[config.mk]
export PLATFORM = sky130hd
export DESIGN_NAME = delay_line_param_flat
export DESIGN_NICKNAME = d
export VERILOG_FILES = /design/src/rtl/delay_line_param_if.sv /design/src/rtl/delay_line_param.sv /design/src/flat_wrapper.sv
export SDC_FILE = /design/constraint.sdc
export NUM_CORES = 1
export LEC_CHECK = 0
export ABC_AREA = 1
export ABC_CLOCK_PERIOD_IN_PS = 2570
export BUFFER_PORTS_ARGS = -buffer_cell sky130_fd_sc_hd__buf_2
export CAP_MARGIN = 20
export CELL_PAD_IN_SITES_DETAIL_PLACEMENT = 0
export CELL_PAD_IN_SITES_GLOBAL_PLACEMENT = 1
export CORE_ASPECT_RATIO = 0.8
export CORE_MARGIN = 1
export CORE_UTILIZATION = 46
export CTS_CLUSTER_DIAMETER = 60
export CTS_CLUSTER_SIZE = 24
export DETAILED_ROUTE_END_ITERATION = 10
export GPL_ROUTABILITY_DRIVEN = 0
export PLACE_DENSITY = 0.78
export SLEW_MARGIN = 20
export SYNTH_ARGS = -nofsm -noshare
export SYNTH_HDL_FRONTEND = slang
export SYNTH_SLANG_ARGS = --single-unit
[constraint.sdc]
create_clock -name clk_i -period 2.57 [get_ports clk_i]
set_clock_uncertainty 0.1 [all_clocks]
set_input_delay 0.257 -clock clk_i [delete_from_list [all_inputs] [get_ports clk_i]]
set_output_delay 0.257 -clock clk_i [all_outputs]
set_load 0.05 [all_outputs]
[src/rtl/delay_line_param_if.sv]
// Bus bundle for delay_line_param: stream controls, sample in, delayed sample
// and status out. Clock and reset stay outside the bundle.
interface delay_line_param_if #(
  parameter int DWIDTH    = 8,
  parameter int MAX_DELAY = 31
);
  localparam int DELAY_W = $clog2(MAX_DELAY + 1);

  logic               en_i;
  logic               clr_i;
  logic [DWIDTH-1:0]  data_i;
  logic [DELAY_W-1:0] delay_i;
  logic [DWIDTH-1:0]  data_o;
  logic               valid_o;
  logic               delay_err_o;

  // Producer side: drives the stream and the delay request
  modport master (
    output en_i, clr_i, data_i, delay_i,
    input  data_o, valid_o, delay_err_o
  );

  // Delay line side
  modport slave (
    input  en_i, clr_i, data_i, delay_i,
    output data_o, valid_o, delay_err_o
  );
endinterface

[src/rtl/delay_line_param.sv]
// Programmable delay line: delays a DWIDTH-bit word by 0..MAX_DELAY enabled
// cycles. Tracks how many real samples have entered since reset/flush so
// valid_o reports whether the selected tap holds genuine data. Requests above
// MAX_DELAY are clamped and flagged.
module delay_line_param #(
  parameter int DWIDTH    = 8,
  parameter int MAX_DELAY = 31
) (
  input  logic                 clk_i,
  input  logic                 rst_n_i,
  delay_line_param_if.slave    bus
);
  localparam int                 DELAY_W = $clog2(MAX_DELAY + 1);
  localparam logic [DELAY_W-1:0] MAX_D   = DELAY_W'(MAX_DELAY);

  logic [DWIDTH-1:0]  r_sr [1:MAX_DELAY];
  logic [DELAY_W-1:0] r_fill;
  logic [DELAY_W-1:0] w_d_eff;
  logic               w_over;
  logic [DWIDTH-1:0]  w_tap;

  // Out-of-range detection only exists when delay_i can encode values above MAX_DELAY
  generate
    if (MAX_DELAY == (2 ** DELAY_W) - 1) begin : g_no_over
      assign w_over = 1'b0;
    end else begin : g_over
      assign w_over = (bus.delay_i > MAX_D);
    end
  endgenerate

  assign w_d_eff = w_over ? MAX_D : bus.delay_i;

  // Tap chain: flush has priority over shifting; taps hold while disabled
  always_ff @(posedge clk_i or negedge rst_n_i) begin
    if (!rst_n_i) begin
      for (int unsigned k = 1; k <= MAX_DELAY; k++) r_sr[k] <= '0;
    end else if (bus.clr_i) begin
      for (int unsigned k = 1; k <= MAX_DELAY; k++) r_sr[k] <= '0;
    end else if (bus.en_i) begin
      r_sr[1] <= bus.data_i;
      for (int unsigned k = 2; k <= MAX_DELAY; k++) r_sr[k] <= r_sr[k-1];
    end
  end

  // Fill count of real samples in the line, saturating at MAX_DELAY
  always_ff @(posedge clk_i or negedge rst_n_i) begin
    if (!rst_n_i) begin
      r_fill <= '0;
    end else if (bus.clr_i) begin
      r_fill <= '0;
    end else if (bus.en_i && (r_fill != MAX_D)) begin
      r_fill <= r_fill + 1'b1;
    end
  end

  // Tap select for the clamped delay; d_eff=0 is handled by the bypass below
  always_comb begin
    w_tap = '0;
    for (int unsigned k = 1; k <= MAX_DELAY; k++) begin
      if (w_d_eff == DELAY_W'(k)) w_tap = r_sr[k];
    end
  end

  assign bus.data_o      = (w_d_eff == '0) ? bus.data_i : w_tap;
  assign bus.valid_o     = (r_fill >= w_d_eff);
  assign bus.delay_err_o = w_over;
endmodule

[src/flat_wrapper.sv]
// flat-port wrapper written by rule: the top's interface ports become plain ports
module delay_line_param_flat 
#(
  parameter int DWIDTH    = 8,
  parameter int MAX_DELAY = 31
)
  (clk_i, rst_n_i, bus_en_i, bus_clr_i, bus_data_i, bus_delay_i, bus_data_o, bus_valid_o, bus_delay_err_o);
  delay_line_param_if #(.DWIDTH(DWIDTH), .MAX_DELAY(MAX_DELAY)) bus_i ();
  input  logic clk_i;
  input  logic rst_n_i;
  input wire logic [$bits(bus_i.en_i)-1:0] bus_en_i;
  input wire logic [$bits(bus_i.clr_i)-1:0] bus_clr_i;
  input wire logic [$bits(bus_i.data_i)-1:0] bus_data_i;
  input wire logic [$bits(bus_i.delay_i)-1:0] bus_delay_i;
  output wire logic [$bits(bus_i.data_o)-1:0] bus_data_o;
  output wire logic [$bits(bus_i.valid_o)-1:0] bus_valid_o;
  output wire logic [$bits(bus_i.delay_err_o)-1:0] bus_delay_err_o;
  assign bus_i.en_i = bus_en_i;
  assign bus_i.clr_i = bus_clr_i;
  assign bus_i.data_i = bus_data_i;
  assign bus_i.delay_i = bus_delay_i;
  assign bus_data_o = bus_i.data_o;
  assign bus_valid_o = bus_i.valid_o;
  assign bus_delay_err_o = bus_i.delay_err_o;
  delay_line_param #(.DWIDTH(DWIDTH), .MAX_DELAY(MAX_DELAY)) u_core (.clk_i(clk_i), .rst_n_i(rst_n_i), .bus(bus_i));
endmodule
# Word-level counts from Yosys, hierarchy flattened

Cells that the tools add are included.
W data, S select, Z words.

Bits in registers: 253
Bits of input ports: 17
Output and inout port bits: 10

Add/subtract/negate cells: 1
$lt $le $gt $ge: 1
Eq/ne operators: 32
Mux-type cells: 36
Reduce and logical (&&, ||, !) cells: 4

Operator list:

| kind                  | count |
|---|---|
| $mux W248             | 2 |
| $mux W8               | 32 |
| $eq A5 B5 Y1 const B  | 16 |
| $eq A5 B4 Y1 const B  | 8 |
| $eq A5 B3 Y1 const B  | 4 |
| $eq A5 B2 Y1 const B  | 2 |
| $mux W5               | 2 |
| $add A5 B1 Y5 const B | 1 |
| $eq A5 B1 Y1 const B  | 1 |
| $ge A5 B5 Y1          | 1 |
| $logic_not A5 Y1      | 1 |
| $ne A5 B5 Y1 const B  | 1 |
| $reduce_bool A2 Y1    | 2 |
| $logic_and A1 B1 Y1   | 1 |

# Depth between registers and ports, before layout

Gate-level depths: netlist (run 1).

Depth in word-level cells: 33
Mapped depth: 22
Depth with buffers taken out: 22

# Worst setup path after synthesis (run 1)

OpenSTA, ideal clock, no wires.

Kind: input port to output port
From: input bus_delay_i[1]
To: output bus_data_o[7]
Arrival time: 2,291 ps
Slack: -78 ps
Stages on the path: 18
Path buffers: 0
Path through: nor2_1 -> nand3_1 -> nor2_1 -> inv_1 -> o21ai_0 -> inv_1 -> nand2_1 -> nand3_1 -> nand2_1 -> nand4_1 -> nand2_1 -> nand4_1 -> nor2_1 -> nand3_1 -> nand2_1 -> nand4_1 -> nand2_1 -> nand4_1

Longest elaborated chain between the ends: 33

RTL lines:

| item                   | line                   | source |
|---|---|---|
| start: declaration     | flat_wrapper.sv:14     | `input wire logic [$bits(bus_i.delay_i)-1:0] bus_delay_i;` |
| $eq A5 B1 Y1           | delay_line_param.sv:60 | `if (w_d_eff == DELAY_W'(k)) w_tap = r_sr[k];` |
| $mux W8 (31 in series) | delay_line_param.sv:60 |  |
| $mux W8 *              | delay_line_param.sv:64 | `assign bus.data_o = (w_d_eff == '0) ? bus.data_i : w_tap;` |
| end: declaration       | flat_wrapper.sv:15     | `output wire logic [$bits(bus_i.data_o)-1:0] bus_data_o;` |

Every way passes the cells marked *; elsewhere a longest branch is shown, timed or not.

# Final worst setup path (run 1)

From: register u_core.r_sr[234] (netlist name)
To: output bus_data_o[2]

Longest elaborated chain between the ends: 31

RTL lines:

| item                   | line                   | source |
|---|---|---|
| start: declaration     | delay_line_param.sv:16 | `logic [DWIDTH-1:0] r_sr [1:MAX_DELAY];` |
| $mux W8 (30 in series) | delay_line_param.sv:60 |  |
| $mux W8                | delay_line_param.sv:64 |  |

No other way between the ends.

==> results of run 1 <==
## metal layers
layer  vias to the layer above  track usage, %  wire length, microns
li1                       5251               -                     -
met1                      5206            41.7                 17300
met2                       258            38.6                 14800
met3                        41            3.37                  1730
met4                         2            4.96                   501
met5                         -               0                     8
## flip-flops by register name, indices dropped and copies added, names as in the netlist
signal and flops:
u_core.r_fill 5, u_core.r_sr 248
## where the power goes
part	switching, uW	total [uW]	internal [uW]
sequential	14.2	4010	4000
combinational	522	748	226
clock	1600	3400	1790
## placed cells by master (no fill, tap or decap), types with 9 or more instances in the layout
master / synthesis / layout
o22ai_1: 110 / 110
nand3_1: 145 / 128
inv_1: 211 / 208
dfrtp_1: 253 / 253
nor2_1: 57 / 47
buf_2: 3 / 15
nand4_1: 63 / 63
buf_12: 0 / 14
clkbuf_16: 0 / 21
nand2_1: 458 / 446
buf_4: 3 / 142
nor2_2: 9 / 17
a21oi_1: 22 / 22
nand2_2: 0 / 11
o21ai_0: 78 / 78
o31ai_1: 10 / 10
nand3_2: 0 / 17
dlygate4sd3_1: 0 / 9
## worst paths after layout
check | start | end | slack (ns) | depth (start not counted)
min in group asynchronous | rst_n_i | u_core.r_sr[136]$_DFFE_PN0P_ | 0.22 | 2
min reg2reg | u_core.r_sr[3]$_DFFE_PN0P_ | u_core.r_sr[3]$_DFFE_PN0P_ | 0.39 | 2
max reg2reg | u_core.r_fill[1]$_DFFE_PN0P_ | u_core.r_fill[3]$_DFFE_PN0P_ | 0.58 | 10
max | u_core.r_sr[234]$_DFFE_PN0P_ | bus_data_o[2] | -0.78 | 19
max in group asynchronous | rst_n_i | u_core.r_sr[137]$_DFFE_PN0P_ | 1.34 | 3
min | bus_en_i | u_core.r_sr[201]$_DFFE_PN0P_ | 0.05 | 3
## cell families (layout without fill, tap and decap cells)
kind of cell | count (synthesis) | in the layout | share of synthesized area [%]
buffers and inverters | 298 | 443 | 9.41
adder cells (fa/ha/maj) | 7 | 7 | 0.727
flip-flops | 253 | 253 | 52.5
other | 1 | 1 | 0.0311
AO/OA/AOI/OAI | 224 | 224 | 10.8
AND/OR/NAND/NOR | 746 | 746 | 26.5
## critical path, cell delays in order, from the launching register on
cell	delay [ns]
dfrtp_1	0.41
nand4_1	0.10
nand2_1	0.07
nor2_2	0.09
nand4_1	0.14
nand2_1	0.13
nand4_1	0.13
nand2_1	0.10
nand4_1	0.10
nand2_1	0.09
nand3_2	0.07
nand2_1	0.07
nand3_1	0.08
nand2_1	0.07
nand4_1	0.09
nand2_1	0.09
nand4_1	0.17
nor2_1	0.16
nand4_1	0.13
buf_6	0.18
## final cells by class
class | instances | area share [%]
Timing Repair Buffer | 189 | 11.0
Sequential cell | 253 | 43.2
Multi-Input combinational cell | 978 | 32.3
Tap cell | 351 | 2.99
Clock buffer | 24 | 3.73
Clock inverter | 11 | 1.11
Inverter | 219 | 5.65
## timing repair
action,in CTS,in global routing
hold buffers,9,0
setup endpoints to repair,8,8
gates resized for setup,43,10
setup buffers,2,5
gates cloned,0,0
endpoints found under the hold margin,89,0
pin swaps,30,46
## metrics by stage
step                cells  area [sq um]  setup WS, ns
finish               2025         14700        -0.779
global route         2025         14700         -1.01
CTS                  2020         14600        -0.802
detailed placement   1974         13600        -0.693
global placement     1974         13600        -0.670
floorplan            1529         12100        0.0127
==> results.rst, run 1 <==
.. list-table::
   :header-rows: 1

   * - Metric
     - Value
   * - CTS max path bufs
     - 3
   * - Element type at the critical path end
     - primary output
   * - Combined area of the multi-input logic cells
     - 4750 sq um
   * - WL/cell
     - 17.0 microns
   * - Diode count
     - 0
   * - Vias in the first global route
     - 10,400
   * - DR iter-0 viols
     - 930
   * - Num CTS Buffers
     - 20
   * - Period utilisation layout
     - 130%
   * - Nets in the synthesized netlist
     - 1,553
   * - Library cell with the highest instance count after synthesis
     - nand2_1
   * - Routed Wire Length
     - 34,300 microns
   * - Number of hold violations in the final report
     - 0
   * - Arrival time worst endpoint
     - 2.99 ns
   * - Horiz. Die Dim
     - 183 microns
   * - Via count
     - 10,800
   * - Synth area leader
     - dfrtp_1
   * - Clk slew on worst S/H paths
     - 0.09 ns
   * - Placement row count
     - 52
   * - TritonCTS clock tree
     - yes
   * - Largest net degree at the start of global routing
     - 122
   * - Violated checks
     - setup timing
   * - Floorplan core area
     - 25,500 sq um
   * - Worst endpoint required time
     - 2.21 ns
   * - Final setup TNS
     - -5.50 ns
   * - Number of nets with antenna violations after detailed routing
     - 0
   * - Initial core utilization
     - 47.2%
   * - Number of storage elements in the synthesis netlist
     - 253
   * - Detail-routed via count per cell
     - 5.31
   * - Count of H-tree levels built during CTS
     - 1
   * - Post-route total power
     - 8150 uW
   * - Crit Path Class
     - reg -> out
   * - Number of different library cells in the post-synthesis netlist
     - 25
   * - Peak ir drop on the vdd network
     - 0.445 mV
   * - DRC violations left
     - 0
   * - RSZ-0062 raised after global routing
     - true
   * - Sum of overflow across all layers after global routing
     - 0
   * - Number of sinks on the clock net
     - 253
   * - Async set-reset flop share out of synthesis
     - 100%
   * - Layout area overhead
     - 21.8%
   * - Final-report max-slew violation count
     - 0
   * - Count of fill cells added during filler insertion
     - 2,384
   * - Final Critical Period
     - 3.35 ns
   * - PD cells
     - 556 nW/um^2
   * - Synth top area cells
     - dfrtp_1 (53%), nand2_1 (14%), inv_1 (6.6%)
   * - Number of max-cap violations
     - 0
   * - Slew of the pin with the lowest slew margin
     - 0.782 ns
   * - Worst rel slew slack
     - 47.9%
   * - Smallest hold slack
     - 0.0513 ns
   * - Detailed Place HPWL
     - 23,200 microns
   * - Worst path setup slack after routing
     - -0.779 ns
   * - Critical Path Fanout Max
     - 2
   * - Source-to-sink clock delay at the later pin of the worst-skew pair
     - 0.52 ns
   * - Pre-antenna DRT Iters
     - 7
   * - Sequential cell area in the final layout
     - 6330 sq um
   * - Die Ht
     - 147 microns
   * - Sequential cell area fraction in the yosys report
     - 52.5%
   * - Utilization after layout
     - 57.5%
   * - Highest clock frequency the design can meet
     - 299 MHz
   * - Number of warnings reported in the yosys synthesis log
     - 0
   * - Setup-violating endpoint count in the final report
     - 8
   * - Count of input and output buffers
     - 25
   * - Die outline area
     - 26,800 sq um
   * - First-pass GRT wire length
     - 56,200 microns
   * - Proportion of layout cells with a drive suffix above 1
     - 16.6%
   * - Clock root cell
     - clkbuf_16
   * - Post-Synthesis Cells
     - 1,529
   * - EDFF count, synth
     - 0
   * - Result of the run
     - finished, violations left
   * - Average cell area after synthesis
     - 7.88 sq um
   * - Top cells by count, synth
     - nand2_1 (458), dfrtp_1 (253), inv_1 (211)
   * - Static Leakage
     - 0.00708 uW
   * - Worst min path class
     - in -> reg
   * - Post-synthesis instance area
     - 12,000 sq um
   * - Post-synth top flop
     - dfrtp_1
   * - Top cell type's share of synthesized area
     - 52.5%
   * - GRT Util Overall
     - 26.3%
   * - Initial antenna violation count
     - 1
   * - Total Nets Final
     - 1,685
   * - Num ports
     - 27
   * - Crit path launch type
     - flop
Note: power is estimated with default switching activity, not from simulation.
==> run 2, diff against run 1 <==
Settings changed: ABC_AREA 1 to default, PLACE_DENSITY 0.78 to 0.74.
==> run 2 against run 1 <==
Net effect:
- the flow still finishes with violations (setup timing)
- synthesized cell count shrank 6.9%
- synthesized area rose by 16%
- via count is 8.4% higher
- global-route usage is 2.8 points higher
- wire length rose by 29%
- final cell count shrank 1.1%
- critical path depth shrank 11
- non-clock buffer count increased by 59
- first-iteration DRC count is 26% higher
- register-to-register slack worse by 0.07 ns
- die area grew 16%
- power up 10%
- highest routed layer is now met4
==> results.rst, run 2 <==
.. list-table::
   :header-rows: 1

   * - Metric
     - Value
   * - Result of the run
     - finished, violations left
   * - Violated checks
     - setup timing
   * - Number of sinks on the clock net
     - 253
   * - WL/cell
     - 22.2 microns
   * - Post-route standard cell area excluding fillers
     - 17,100 sq um
   * - Nets in the synthesized netlist
     - 1,447
   * - Sequential cell area fraction in the yosys report
     - 45.3%
   * - Post-Place Cell Area
     - 15,700 sq um
   * - Number of max-cap violations
     - 0
   * - Clk slew on worst S/H paths
     - 0.09 ns
   * - Number of warnings reported in the yosys synthesis log
     - 0
   * - Most common cell after layout, fill and taps aside
     - nor2_1
   * - CTS max path bufs
     - 3
   * - Period utilisation layout
     - 114%
   * - Proportion of layout cells with a drive suffix above 1
     - 22.6%
   * - Average cell area after synthesis
     - 9.82 sq um
   * - Met1 Wirelength
     - 21,200 microns
   * - DR iter-0 viols
     - 1,168
   * - Pre-antenna DRT Iters
     - 5
   * - Detail-routed via count per cell
     - 5.83
   * - EDFF count, synth
     - 0
   * - Via count
     - 11,700
   * - Floorplan core area
     - 29,600 sq um
   * - Slew of the pin with the lowest slew margin
     - 0.504 ns
   * - DRC violations left
     - 0
   * - Num CTS Buffers
     - 23
   * - Horiz. Die Dim
     - 197 microns
   * - Element type at the critical path end
     - primary output
   * - Post-Synthesis Cells
     - 1,423
   * - PD cells
     - 527 nW/um^2
   * - Top cell type's share of synthesized area
     - 45.3%
   * - Worst rel slew slack
     - 66.4%
   * - Num ports
     - 27
   * - Placement row count
     - 56
   * - Final-report max-slew violation count
     - 0
   * - Flip-flop count of the largest register, all copies and words added
     - 248
   * - GRT Util Overall
     - 29.1%
   * - Leading registers by flop count
     - u_core.r_sr (248), u_core.r_fill (5)
   * - Async set-reset flop share out of synthesis
     - 100%
   * - Post-route total power
     - 8990 uW
   * - Number of different library cells in the post-synthesis netlist
     - 82
   * - Highest clock frequency the design can meet
     - 342 MHz
   * - Setup-violating endpoint count in the final report
     - 8
   * - First-pass GRT wire length
     - 69,000 microns
   * - Number of hold violations in the final report
     - 0
   * - Initial antenna violation count
     - 1
   * - Met3 routed WL
     - 3170 microns
   * - Count of input and output buffers
     - 25
   * - Worst endpoint required time
     - 2.21 ns
   * - Top cells by count, synth
     - nor2_1 (315), mux2i_1 (269), dfrtp_1 (253)
   * - Count of H-tree levels built during CTS
     - 1
   * - Number of storage elements in the synthesis netlist
     - 253
   * - Post-synthesis instance area
     - 14,000 sq um
   * - Arrival time worst endpoint
     - 2.57 ns
   * - Vias in the first global route
     - 11,300
   * - Clock root cell
     - clkbuf_16
   * - Layout area overhead
     - 22.2%
   * - Detailed Place HPWL
     - 31,800 microns
   * - Worst path setup slack after routing
     - -0.357 ns
   * - Crit Path Class
     - reg -> out
   * - Largest net degree at the start of global routing
     - 79
   * - Synth area leader
     - dfrtp_1
   * - Register name with the most flops
     - u_core.r_sr
   * - Source-to-sink clock delay at the later pin of the worst-skew pair
     - 0.55 ns
   * - Commonest cells after routing, fill and taps aside
     - nor2_1 (309), mux2i_1 (267), dfrtp_1 (252)
   * - Worst min path class
     - in -> reg
   * - Static Leakage
     - 0.00823 uW
   * - Total Nets Final
     - 1,603
   * - Library cell with the highest instance count after synthesis
     - nor2_1
   * - Met2 routed WL
     - 19,100 microns
   * - Routed Wire Length
     - 44,400 microns
   * - Peak ir drop on the vdd network
     - 0.583 mV
   * - Number of nets with antenna violations after detailed routing
     - 0
   * - Die Ht
     - 158 microns
   * - TritonCTS clock tree
     - yes
   * - Critical Path Fanout Max
     - 2
   * - Die outline area
     - 31,100 sq um
   * - Final Critical Period
     - 2.93 ns
   * - Initial core utilization
     - 47.3%
   * - Sum of overflow across all layers after global routing
     - 0
   * - Post-synth top flop
     - dfrtp_1
   * - Count of fill cells added during filler insertion
     - 2,648
   * - RSZ-0062 raised after global routing
     - true
   * - Synth top area cells
     - dfrtp_1 (45%), mux2i_1 (19%), nor2_1 (8.5%)
   * - Highest metal layer used by the detailed router
     - met4
   * - Crit path launch type
     - flop
## run 2: cell types whose count changed after synthesis, moves of 48 or more
cell	change
buf_2	+48
inv_1	-200
mux2i_1	+269
nand2_1	-414
nand3_1	-131
nand4_1	-59
nor2_1	+258
o22ai_1	-103
## run 2: path summary, 6_finish.rpt
check | slack (ns) | depth (start not counted) | startpoint | end
min in group asynchronous | 0.11 | 2 | rst_n_i | u_core.r_sr[28]$_DFFE_PN0P_
max | -0.36 | 8 | u_core.r_sr[73]$_DFFE_PN0P_ | bus_data_o[1]
max in group asynchronous | 1.49 | 3 | rst_n_i | u_core.r_sr[172]$_DFFE_PN0P_
min reg2reg | 0.44 | 2 | u_core.r_sr[5]$_DFFE_PN0P_ | u_core.r_sr[5]$_DFFE_PN0P_
min | 0.07 | 3 | bus_en_i | u_core.r_sr[38]$_DFFE_PN0P_
max reg2reg | 0.51 | 8 | u_core.r_fill[0]$_DFFE_PN0P_ | u_core.r_fill[3]$_DFFE_PN0P_
## run 2: final cells by class
| class | count | area (sq um) | share of cell area (%) |
|---|---|---|---|
| Antenna cell | 1 | 2.50 | 0.0147 |
| Multi-Input combinational cell | 1041 | 7270 | 42.6 |
| Clock buffer | 24 | 579 | 3.39 |
| Inverter | 12 | 48.8 | 0.286 |
| Clock inverter | 17 | 219 | 1.28 |
| Timing Repair Buffer | 248 | 2110 | 12.4 |
| Sequential cell | 253 | 6330 | 37.1 |
| Tap cell | 406 | 508 | 2.98 |
## run 2: cell families after synthesis
| kind of cell | share of synthesized area [%] |
|---|---|
| muxes | 19.9 |
| buffers and inverters | 4.98 |
| AOI/OAI and AO/OA | 12.7 |
| xor gates and xnor gates | 0.188 |
| and+or+nand+nor | 16.3 |
| DFF | 45.3 |
| adders and majority gates | 0.627 |
| other | 0.0268 |
## run 2: metal layers
layer  track usage (%)  vias up
met1              43.8     5819
met4              7.38        0
met3              5.39       69
li1                  -     5367
met2              42.6      408
met5                 0        -
## run 2: power by group
group          leakage [uW]  switching, uW  total, uW  internal [uW]
clock              0.000389           1820       3690           1870
combinational       0.00431            785       1290            502
sequential          0.00353           21.0       4020           3990
## run 2: worst max-delay path, stage by stage (launching register included)
cell,delay (ns)
dfrtp_1,0.41
mux2_4,0.29
a32o_2,0.25
a222oi_1,0.29
buf_4,0.20
nand3_4,0.06
a311oi_2,0.22
a21oi_2,0.11
buf_6,0.18
## run 2: metrics by stage
stage	instances	hold slack [ns]	util, %	setup slack [ns]	setup TNS (ns)
after floorplan	1423	-0.139	-	0.0191	0
after global placement	1942	0.0842	53.2	-0.451	-2.72
after detailed placement	1942	0.0857	53.2	-0.413	-2.39
after CTS	1996	0.0630	57.4	-0.442	-1.18
after global routing	2001	0.0707	57.7	-0.479	-1.69
final	2002	0.0704	57.7	-0.357	-1.17
## run 2: timing repair
| item | CTS | global route |
|---|---|---|
| hold buffers | 9 | 0 |
| setup buffers | 6 | 6 |
| endpoints found under the setup margin | 9 | 9 |
| resized for setup | 76 | 19 |
| endpoints found under the hold margin | 261 | 0 |
| pin swaps | 24 | 9 |
